==> src/rtl/inst_sequencer.sv <==
// Instruction sequencer: holds a loadable program store, steps a program
// counter through it and issues one decoded instruction per cycle to the
// pipeline. Read-after-write hazards on recently issued destinations are
// blocked with bubbles; after the last instruction a fixed number of
// bubbles drains the pipeline, then done pulses for one cycle.
// Ports:
//   clk, rstN            clock (rising edge), async active-low reset
//   load_en/addr/data    program store write, accepted in IDLE or DONE
//   prog_len, start      run length (clamped to PROG_DEPTH) and run request
//   i_op/i_waddr/i_raddr1/i_raddr2/i_valid  issued instruction or bubble
//   pc                   index of the next instruction to issue
//   busy, done           run in progress / one-cycle completion pulse
module inst_sequencer #(
  parameter int unsigned PROG_DEPTH   = 32,
  parameter int unsigned PC_W         = 5,
  parameter int unsigned HAZARD_DEPTH = 3,
  parameter int unsigned DRAIN_CYCLES = 3
) (
  input  logic            clk,
  input  logic            rstN,
  input  logic            load_en,
  input  logic [PC_W-1:0] load_addr,
  input  logic [16:0]     load_data,
  input  logic [PC_W:0]   prog_len,
  input  logic            start,
  output logic [1:0]      i_op,
  output logic [4:0]      i_waddr,
  output logic [4:0]      i_raddr1,
  output logic [4:0]      i_raddr2,
  output logic            i_valid,
  output logic [PC_W:0]   pc,
  output logic            busy,
  output logic            done
);

  localparam int unsigned IW   = 17;
  localparam int unsigned RW   = 5;
  localparam int unsigned DC_W = (DRAIN_CYCLES < 1) ? 1 : $clog2(DRAIN_CYCLES + 1);

  typedef enum logic [1:0] {IDLE, RUN, DRAIN, DONE} state_t;

  state_t          state_q, state_d;
  logic [PC_W:0]   pc_d, len_q, len_d, len_clamped;
  logic [DC_W-1:0] cnt_q, cnt_d;
  logic [RW-1:0]   hist_a_q [HAZARD_DEPTH];
  logic [RW-1:0]   hist_a_d [HAZARD_DEPTH];
  logic            hist_v_q [HAZARD_DEPTH];
  logic            hist_v_d [HAZARD_DEPTH];
  logic [IW-1:0]   store [PROG_DEPTH];
  logic [IW-1:0]   instr;
  logic [RW-1:0]   ins_w, ins_r1, ins_r2;
  logic            hazard, shift, shift_v, hist_clr;
  logic [RW-1:0]   shift_a;
  logic [1:0]      op_d;
  logic [RW-1:0]   waddr_d, raddr1_d, raddr2_d;
  logic            valid_d, busy_d, done_d;

  // Program store: not reset, writable only while no run is active
  always_ff @(posedge clk) begin
    if (load_en && (state_q == IDLE || state_q == DONE)) begin
      store[load_addr] <= load_data;
    end
  end

  assign instr       = store[pc[PC_W-1:0]];
  assign ins_w       = instr[14:10];
  assign ins_r1      = instr[9:5];
  assign ins_r2      = instr[4:0];
  assign len_clamped = (prog_len > (PC_W+1)'(PROG_DEPTH)) ? (PC_W+1)'(PROG_DEPTH) : prog_len;

  // Hazard: a nonzero source matches any valid recently issued destination
  always_comb begin
    hazard = 1'b0;
    for (int i = 0; i < HAZARD_DEPTH; i++) begin
      if (hist_v_q[i] && (((ins_r1 != '0) && (ins_r1 == hist_a_q[i])) ||
                          ((ins_r2 != '0) && (ins_r2 == hist_a_q[i])))) begin
        hazard = 1'b1;
      end
    end
  end

  // Next-state, history and output decode
  always_comb begin
    state_d  = state_q;
    pc_d     = pc;
    len_d    = len_q;
    cnt_d    = cnt_q;
    hist_a_d = hist_a_q;
    hist_v_d = hist_v_q;
    shift    = 1'b0;
    shift_v  = 1'b0;
    shift_a  = '0;
    hist_clr = 1'b0;
    op_d     = '0;
    waddr_d  = '0;
    raddr1_d = '0;
    raddr2_d = '0;
    valid_d  = 1'b0;
    done_d   = 1'b0;

    case (state_q)
      IDLE, DONE: begin
        if (start) begin
          pc_d     = '0;
          len_d    = len_clamped;
          hist_clr = 1'b1;
          if (len_clamped == '0) begin
            state_d = DRAIN;
            cnt_d   = DC_W'(DRAIN_CYCLES);
          end else begin
            state_d = RUN;
          end
        end
      end
      RUN: begin
        shift = 1'b1;
        if (!hazard) begin
          op_d     = instr[16:15];
          waddr_d  = ins_w;
          raddr1_d = ins_r1;
          raddr2_d = ins_r2;
          valid_d  = 1'b1;
          shift_v  = (ins_w != '0);
          shift_a  = ins_w;
          pc_d     = pc + (PC_W+1)'(1);
          if (pc == len_q - (PC_W+1)'(1)) begin
            state_d = DRAIN;
            cnt_d   = DC_W'(DRAIN_CYCLES);
          end
        end
      end
      DRAIN: begin
        shift = 1'b1;
        if (cnt_q <= DC_W'(1)) begin
          state_d  = DONE;
          cnt_d    = '0;
          done_d   = 1'b1;
          hist_clr = 1'b1;
        end else begin
          cnt_d = cnt_q - DC_W'(1);
        end
      end
      default: state_d = IDLE;
    endcase

    // History ages every RUN/DRAIN cycle, bubbles shift in an invalid slot
    if (shift) begin
      for (int i = HAZARD_DEPTH - 1; i > 0; i--) begin
        hist_a_d[i] = hist_a_q[i-1];
        hist_v_d[i] = hist_v_q[i-1];
      end
      hist_a_d[0] = shift_a;
      hist_v_d[0] = shift_v;
    end
    if (hist_clr) begin
      for (int i = 0; i < HAZARD_DEPTH; i++) begin
        hist_a_d[i] = '0;
        hist_v_d[i] = 1'b0;
      end
    end

    busy_d = (state_d == RUN) || (state_d == DRAIN);
  end

  // State and registered outputs
  always_ff @(posedge clk or negedge rstN) begin
    if (!rstN) begin
      state_q  <= IDLE;
      pc       <= '0;
      len_q    <= '0;
      cnt_q    <= '0;
      for (int i = 0; i < HAZARD_DEPTH; i++) begin
        hist_a_q[i] <= '0;
        hist_v_q[i] <= 1'b0;
      end
      i_op     <= '0;
      i_waddr  <= '0;
      i_raddr1 <= '0;
      i_raddr2 <= '0;
      i_valid  <= 1'b0;
      busy     <= 1'b0;
      done     <= 1'b0;
    end else begin
      state_q  <= state_d;
      pc       <= pc_d;
      len_q    <= len_d;
      cnt_q    <= cnt_d;
      for (int i = 0; i < HAZARD_DEPTH; i++) begin
        hist_a_q[i] <= hist_a_d[i];
        hist_v_q[i] <= hist_v_d[i];
      end
      i_op     <= op_d;
      i_waddr  <= waddr_d;
      i_raddr1 <= raddr1_d;
      i_raddr2 <= raddr2_d;
      i_valid  <= valid_d;
      busy     <= busy_d;
      done     <= done_d;
    end
  end

endmodule

==> config.mk <==
export PLATFORM = sky130hd
export DESIGN_NAME = inst_sequencer
export DESIGN_NICKNAME = d
export VERILOG_FILES = /design/src/rtl/inst_sequencer.sv
export SDC_FILE = /design/constraint.sdc
export NUM_CORES = 1
export LEC_CHECK = 0
export CAP_MARGIN = 20
export CORE_MARGIN = 5
export CORE_UTILIZATION = 60
export DETAILED_ROUTE_END_ITERATION = 10
export GPL_TIMING_DRIVEN = 0
export PLACE_DENSITY = 0.87
export SLEW_MARGIN = 20
export SYNTH_ARGS = -nofsm -noshare
export SYNTH_HDL_FRONTEND = slang
export SYNTH_SLANG_ARGS = --single-unit
==> constraint.sdc <==
create_clock -name clk -period 4.41 [get_ports clk]
set_input_delay 0.6615 -clock clk [delete_from_list [all_inputs] [get_ports clk]]
set_output_delay 0.6615 -clock clk [all_outputs]
set_load 0.02 [all_outputs]
=== Yosys cells after proc, flatten, opt, wreduce, memory -nomap -nowiden ===
Memories as Yosys holds them, arrays and structs flattened.
Cells that the tools add are included.

* Bits in registers: 54
* Bits in writable memories: 544
* Input bits: 32
* Output and inout port bits: 26
* Word-level logic and storage cells: 108
* Memories: 1

* $add $sub $neg: 3
* Magnitude comparators: 2
* Eq/ne operators: 16
* Multiplexer cells: 42
* Reduce and logical (&&, ||, !) cells: 27

{| class="wikitable"
|+ Memories
! memory !! depth !! bits a word !! read ports !! clocked after Yosys merged registers in !! wr ports !! RTL line !! text
|-
| store || 32 || 17 || 1 || 0 || 1 || 49 || <nowiki>logic [IW-1:0] store [PROG_DEPTH];</nowiki>
|}

{| class="wikitable"
|+ Operator list
! kind !! number
|-
| == test 5 bit || 6
|-
| two-way mux 15 bit || 2
|-
| two-way mux 5 bit || 6
|-
| two-way mux 2 bit || 12
|-
| two-way mux 6 bit || 3
|-
| nonzero test 5 bit || 3
|-
| two-way mux 1 bit || 13
|-
| one-hot mux 2 bit (3 select lines) || 2
|-
| one-hot mux 6 bit (2 select lines) || 1
|-
| logical AND 1 bit || 10
|-
| != test 2 bit (second input constant) || 4
|-
| adder 6 x 1 -> 6 bit (second input constant) || 1
|-
| == test 2 bit (second input constant) || 3
|-
| == test 6 bit || 1
|-
| greater-than comparator 6 bit (second input constant) || 1
|-
| logical NOT 6 bit || 1
|-
| two-way mux 3 bit || 2
|-
| subtractor 6 x 1 -> 6 bit (second input constant) || 1
|-
| logical OR 1 bit || 5
|-
| == test 2 x 1 -> 1 bit (second input constant) || 2
|-
| AND reduction 4 bit || 1
|-
| nonzero test 2 bit || 2
|-
| OR reduction 2 bit || 2
|-
| AND reduction 3 bit || 1
|-
| other kinds (5) || 5
|}

=== Depth between registers and ports, before layout ===
An unclocked memory read counts as a cell.

* Depth after elaboration: 12
* Gate-level depth with buffers: 18
* Depth with buffers taken out: 11

=== Least setup slack after synthesis ===
Ideal clock, no wire load.

* Path type: reg2reg
* From: register pc[0]
* To: register hist_v_q[2] (netlist name)
* Library setup time: 0.122 ns
* Arrival time: 3.778 ns
* Required time: 4.288 ns
* Path slack: 0.510 ns
* Stages on the path, launching flop included: 15
* Path buffers: 7
* Clock period less this slack: 3.900 ns
* Path through: dfrtp_1 buf_4 buf_6 buf_6 buf_6 buf_4 buf_4 buf_1 mux4_2 mux4_2 nand2_1 nand2_1 nor3_1 nand3_1 a32o_1

* Cells in the longest elaborated chain, start to end: 12
* Elaborated cells on any way between the ends: 29
* Classes of those cells: eq/ne: 6; mux: 7; reduce/logical: 15; memory: 1

{| class="wikitable"
|+ RTL lines
! item !! RTL line !! text
|-
| from (decl) || 31 || <nowiki>output logic [PC_W:0] pc,</nowiki>
|-
| from (signal assigned) || 185 || <nowiki>pc <= pc_d;</nowiki>
|-
| memory read (32 x 17 bit) * || -- ||
|-
| == test 5 bit (tied with other cells) || 75 || <nowiki>if (hist_v_q[i] && (((ins_r1 != '0) && (ins_r1 == hist_a_q[i])) ||</nowiki>
|-
| logical AND 1 bit, on equally long branches || 75, 76 ||
|-
| logical OR 1 bit || 75 ||
|-
| logical AND 1 bit || 75 ||
|-
| two-way mux 1 bit (3 in a row) || 75 ||
|-
| two-way mux 1 bit * || 117 || <nowiki>if (!hazard) begin</nowiki>
|-
| two-way mux 1 bit * || 101 || <nowiki>case (state_q)</nowiki>
|-
| two-way mux 3 bit * || 147 || <nowiki>if (shift) begin</nowiki>
|-
| two-way mux 3 bit * || 155 || <nowiki>if (hist_clr) begin</nowiki>
|-
| to (signal, indexed assignment) || 190 || <nowiki>hist_v_q[i] <= hist_v_d[i];</nowiki>
|-
| to (decl) || 47 || <nowiki>logic hist_v_q [HAZARD_DEPTH];</nowiki>
|}

Every way passes the cells marked *; elsewhere a longest branch is shown, timed or not. The select of a mux whose other input is x is not followed.
A chain may end at the register's enable or synchronous reset.

=== Worst setup path after layout ===
* From: register pc[4]
* To: register state_q[0]

* Cells in the longest elaborated chain, start to end: 10
* Elaborated cells on any way between the ends: 28
* Classes of those cells: eq/ne: 7; mux: 6; reduce/logical: 14; memory: 1

{| class="wikitable"
|+ RTL lines
! item !! RTL line !! text
|-
| memory read (32 x 17 bit) || -- ||
|-
| == test 5 bit (tied with other cells) || 75 ||
|-
| logical AND 1 bit, on equally long branches || 75, 76 ||
|-
| logical OR 1 bit || 75 ||
|-
| logical AND 1 bit || 75 ||
|-
| two-way mux 1 bit (3 in a row) || 75 ||
|-
| two-way mux 2 bit * || 117 ||
|-
| one-hot mux 2 bit (3 select lines) * || 101 ||
|-
| via state_d[0] || 42 || <nowiki>state_t state_q, state_d;</nowiki>
|-
| to (signal assigned) || 184 || <nowiki>state_q <= state_d;</nowiki>
|-
| to (decl) || 42 ||
|}

Mark *: on every way through the listed nets, which the timed path passes. The rest lies on a longest branch.

==> results.tsv <==
stage	metric	value	unit
floorplan	dieArea	44500	µm²
clock_tree	cts.sinks	598	
setup_path	critPathMaxStageDelay	0.63	ns
setup_path	worstPathCellList	clkbuf_2 > nor3_2 > a22oi_1 > o211ai_1 > a21o_1 > and4_1 > nor3_1 > o2111a_1 > a2111o_2 > buf_4 > buf_4 > or3_1 > a21o_1	
global_routing	grt-ovfl-total	0	
clock_tree	htree_levels	2	
place	place.gp.congestion	0.928	
setup_path	critPathRequiredTime	4.93	ns
sta	setup_viol	2	
status	violations	negative hold slack, negative setup slack	
setup_path	start_kind	flip-flop	
routing	avgRoutedWirePerCell	34.1	µm
synth	synth.area.top_cells	edfxtp_1, mux4_2, dfrtp_1, mux2i_1, nor2_1	
pwr	p_leak	0.00916	µW
synth	ys_async_sr_fraction	9.03	%
floorplan	core-area	39800	µm²
finish	area_delta_synth_final	16.4	%
clock_tree	cts_tree	built	
synth	synth-warning-count	0	
finish	post-route-util	70.9	%
synth	synth_nets	1347	
sta	min_period	4.42	ns
clock_tree	clockBufferDepth	3	
synth	synth_cell_types	74	
synth	ys_top_cells_by_count	edfxtp_1, mux4_2, mux2i_1	
job	cap_violations	0	
clock_tree	clk_latency	0.64	ns
routing	routed_wl	69000	µm
synth	synth_edf_count	544	
status	status	finished, violations left	
global_routing	grt_pass1_wl	98100	µm
setup_path	regToRegSetupSlack	-0.01	ns
synth	netlist_area	24200	µm²
synth	postSynthCellCount	1310	
setup_path	r2r-end	state_q[0]$_DFF_PN0_	
sta	tightestPinTransition	1.11	ns
sta	setup_slack	-0.0145	ns
floorplan	die_width	211	µm
synth	synth.avg_cell_area	18.5	µm²
place	io_buffers	56	
setup_path	crit_path_top_delay_cell	nor3_2	
setup_path	r2r_start	pc[4]$_DFFE_PN0P_	
global_routing	grt_antenna_before_repair	1	
sta	slew_violations	0	
routing	antenna_left	0	
synth	synth_top_cell_area_share	67.4	%
routing	dr.pass1.iters	6	
sta	clock_skew	0.0254	ns
global_routing	grt_pass1_vias	14400	
setup_path	cp_max_fo	11	
floorplan	io_pins	58	
setup_path	crit_type	flip-flop to flip-flop	
global_routing	gr-usage-all-layers	30.6	%
pwr	power	16500	µW
setup_path	r2r_cells	13	
hold_path	worstHoldPathType	input port to asynchronous set/reset pin	
global_routing	grt_max_degree	34	
finish	stdcell_count	2024	
routing	drtIter0Drc	2889	
clock_tree	clk_pin_slew	0.07	ns
setup_path	path_buf_inv	3	
clock_tree	cts_root_buf	clkbuf_16	
place	dp.cells	1902	
routing	avgViaCountPerCell	7.24	
setup_path	end_kind	flip-flop	
place	hpwlAfterDp	39200	µm
pwr	peakVddDrop	0.382	mV
routing	via_count	14700	
sta	hold_violations	2	
floorplan	die_h	211	µm
floorplan	num_rows	73	
finish	nets	1494	
finish	layout-drive-gt1-share	24.6	%
synth	yosysSeqAreaShare	72.9	%
setup_path	crit_arrival	4.94	ns
sta	period_share	100	%
sta	relSlewSlack	25.5	%
finish	num_antenna_cells	0	
synth	synth-seq-cells	598	
routing	drc	0	
sta	worst_hold_slack	-0.00274	ns
clock_tree	numCtsBuffers	53	
place	post-place-ws	-1.08	ns
synth	yosys_most_used_dff	edfxtp_1	
pwr	power.density	583	nW/µm²
synth	synth_top_area_cell	edfxtp_1	
sta	max_freq	0.226	GHz
synth	yosysMostFrequentCell	edfxtp_1	
setup_path	crit_family	compound AO/OA/AOI/OAI gates	
floorplan	floorplan.initialDensity	60.9	%
## area by class of cell
type / instances / area [µm²]
multi-input combinational: 632 / 6540
timing repair buffer: 93 / 970
clock buffer: 60 / 1350
sequential: 598 / 17700
fill: 2184 / 11600
clock inverter: 37 / 417
tap: 525 / 657
inverter: 13 / 52.6
buffer: 66 / 537
## routing by layer
| layer | up-vias | wire (µm) | global-route usage (%) | part of all wire [%] |
|---|---|---|---|---|
| met3 | 308 | 9030 | 7.19 | 13 |
| met4 | 0 | 4750 | 16.7 | 6.9 |
| met1 | 7261 | 23100 | 40.3 | 33 |
| met2 | 1453 | 32200 | 48.0 | 47 |
| met5 | - | 0 | 0 | 0 |
| li1 | 5638 | - | - | - |
## cell usage in the layout, fill, tap and decap left out, types with 12 or more instances in the layout
cell type,instances
buf_4,31
o21ai_0,18
nand2_1,54
edfxtp_1,544
mux2i_1,93
nor2_1,48
xnor2_1,14
clkbuf_16,53
a22oi_1,22
a221oi_1,15
mux4_2,108
clkbuf_1,25
mux2_2,12
nor2_4,31
a21oi_1,15
clkdlybuf4s50_1,49
buf_12,12
dfrtp_1,49
nor3_1,12
## sequential cells by signal, indices dropped and copies added, names as in the netlist
name	cells
cnt_q	2
i_raddr2	5
hist_v_q	3
hist_a_q	15
i_op	2
i_waddr	5
i_raddr1	5
len_q	6
i_valid	1
done	1
store	544
busy	1
pc	6
state_q	2
## power breakdown
group / switching (µW) / internal, µW / total [µW] / leakage (µW)
sequential: 245 / 6450 / 6700 / 0.00560
clock: 2150 / 2590 / 4750 / 0.000839
combinational: 2860 / 2160 / 5010 / 0.00272
total: 5250 / 11200 / 16500 / 0.00916
## worst max-delay path by stage
stage / start / slack, ns / to / cells past startpoint
final: pc[4]$_DFFE_PN0P_ / -0.01 / state_q[0]$_DFF_PN0_ / 13
after global routing: pc[0]$_DFFE_PN0P_ / -0.05 / state_q[0]$_DFF_PN0_ / 17
after CTS: pc[4]$_DFFE_PN0P_ / 0.01 / hist_a_q[13]$_DFFE_PN0P_ / 13
after detailed placement: pc[2]$_DFFE_PN0P_ / -1.08 / cnt_q[0]$_DFFE_PN0P_ / 14
after global placement: pc[2]$_DFFE_PN0P_ / -1.02 / hist_a_q[13]$_DFFE_PN0P_ / 15
after floorplan: pc[0]$_DFFE_PN0P_ / 0.51 / hist_v_q[2]$_DFFE_PN0P_ / 14
## through the flow
stage               hold slack, ns  cell area (µm²)  setup TNS, ns
CTS                       0.000866            28000              0
global route                0.0546            28200         -0.157
finish                    -0.00274            28200        -0.0165
floorplan                    0.366            24200              0
global placement             0.435            25500         -31.55
detailed placement           0.439            25900         -33.28
## cell families after synthesis
group / after synthesis / synth area share [%]
buf+inv: 80 / 1.73
compound gates: 168 / 5.30
flops: 598 / 72.9
fa+ha+maj: 5 / 0.258
mux: 218 / 14.6
xor+xnor: 16 / 0.578
simple gates: 225 / 4.54
## repair_timing
action | 4_1_cts | 5_1_grt
setup buffers | 13 | 13
pin swaps | 10 | 9
setup endpoints to repair | 35 | 35
resized for setup | 57 | 38
hold buffers | 0 | 0
Power figures use the tool's default switching activity.
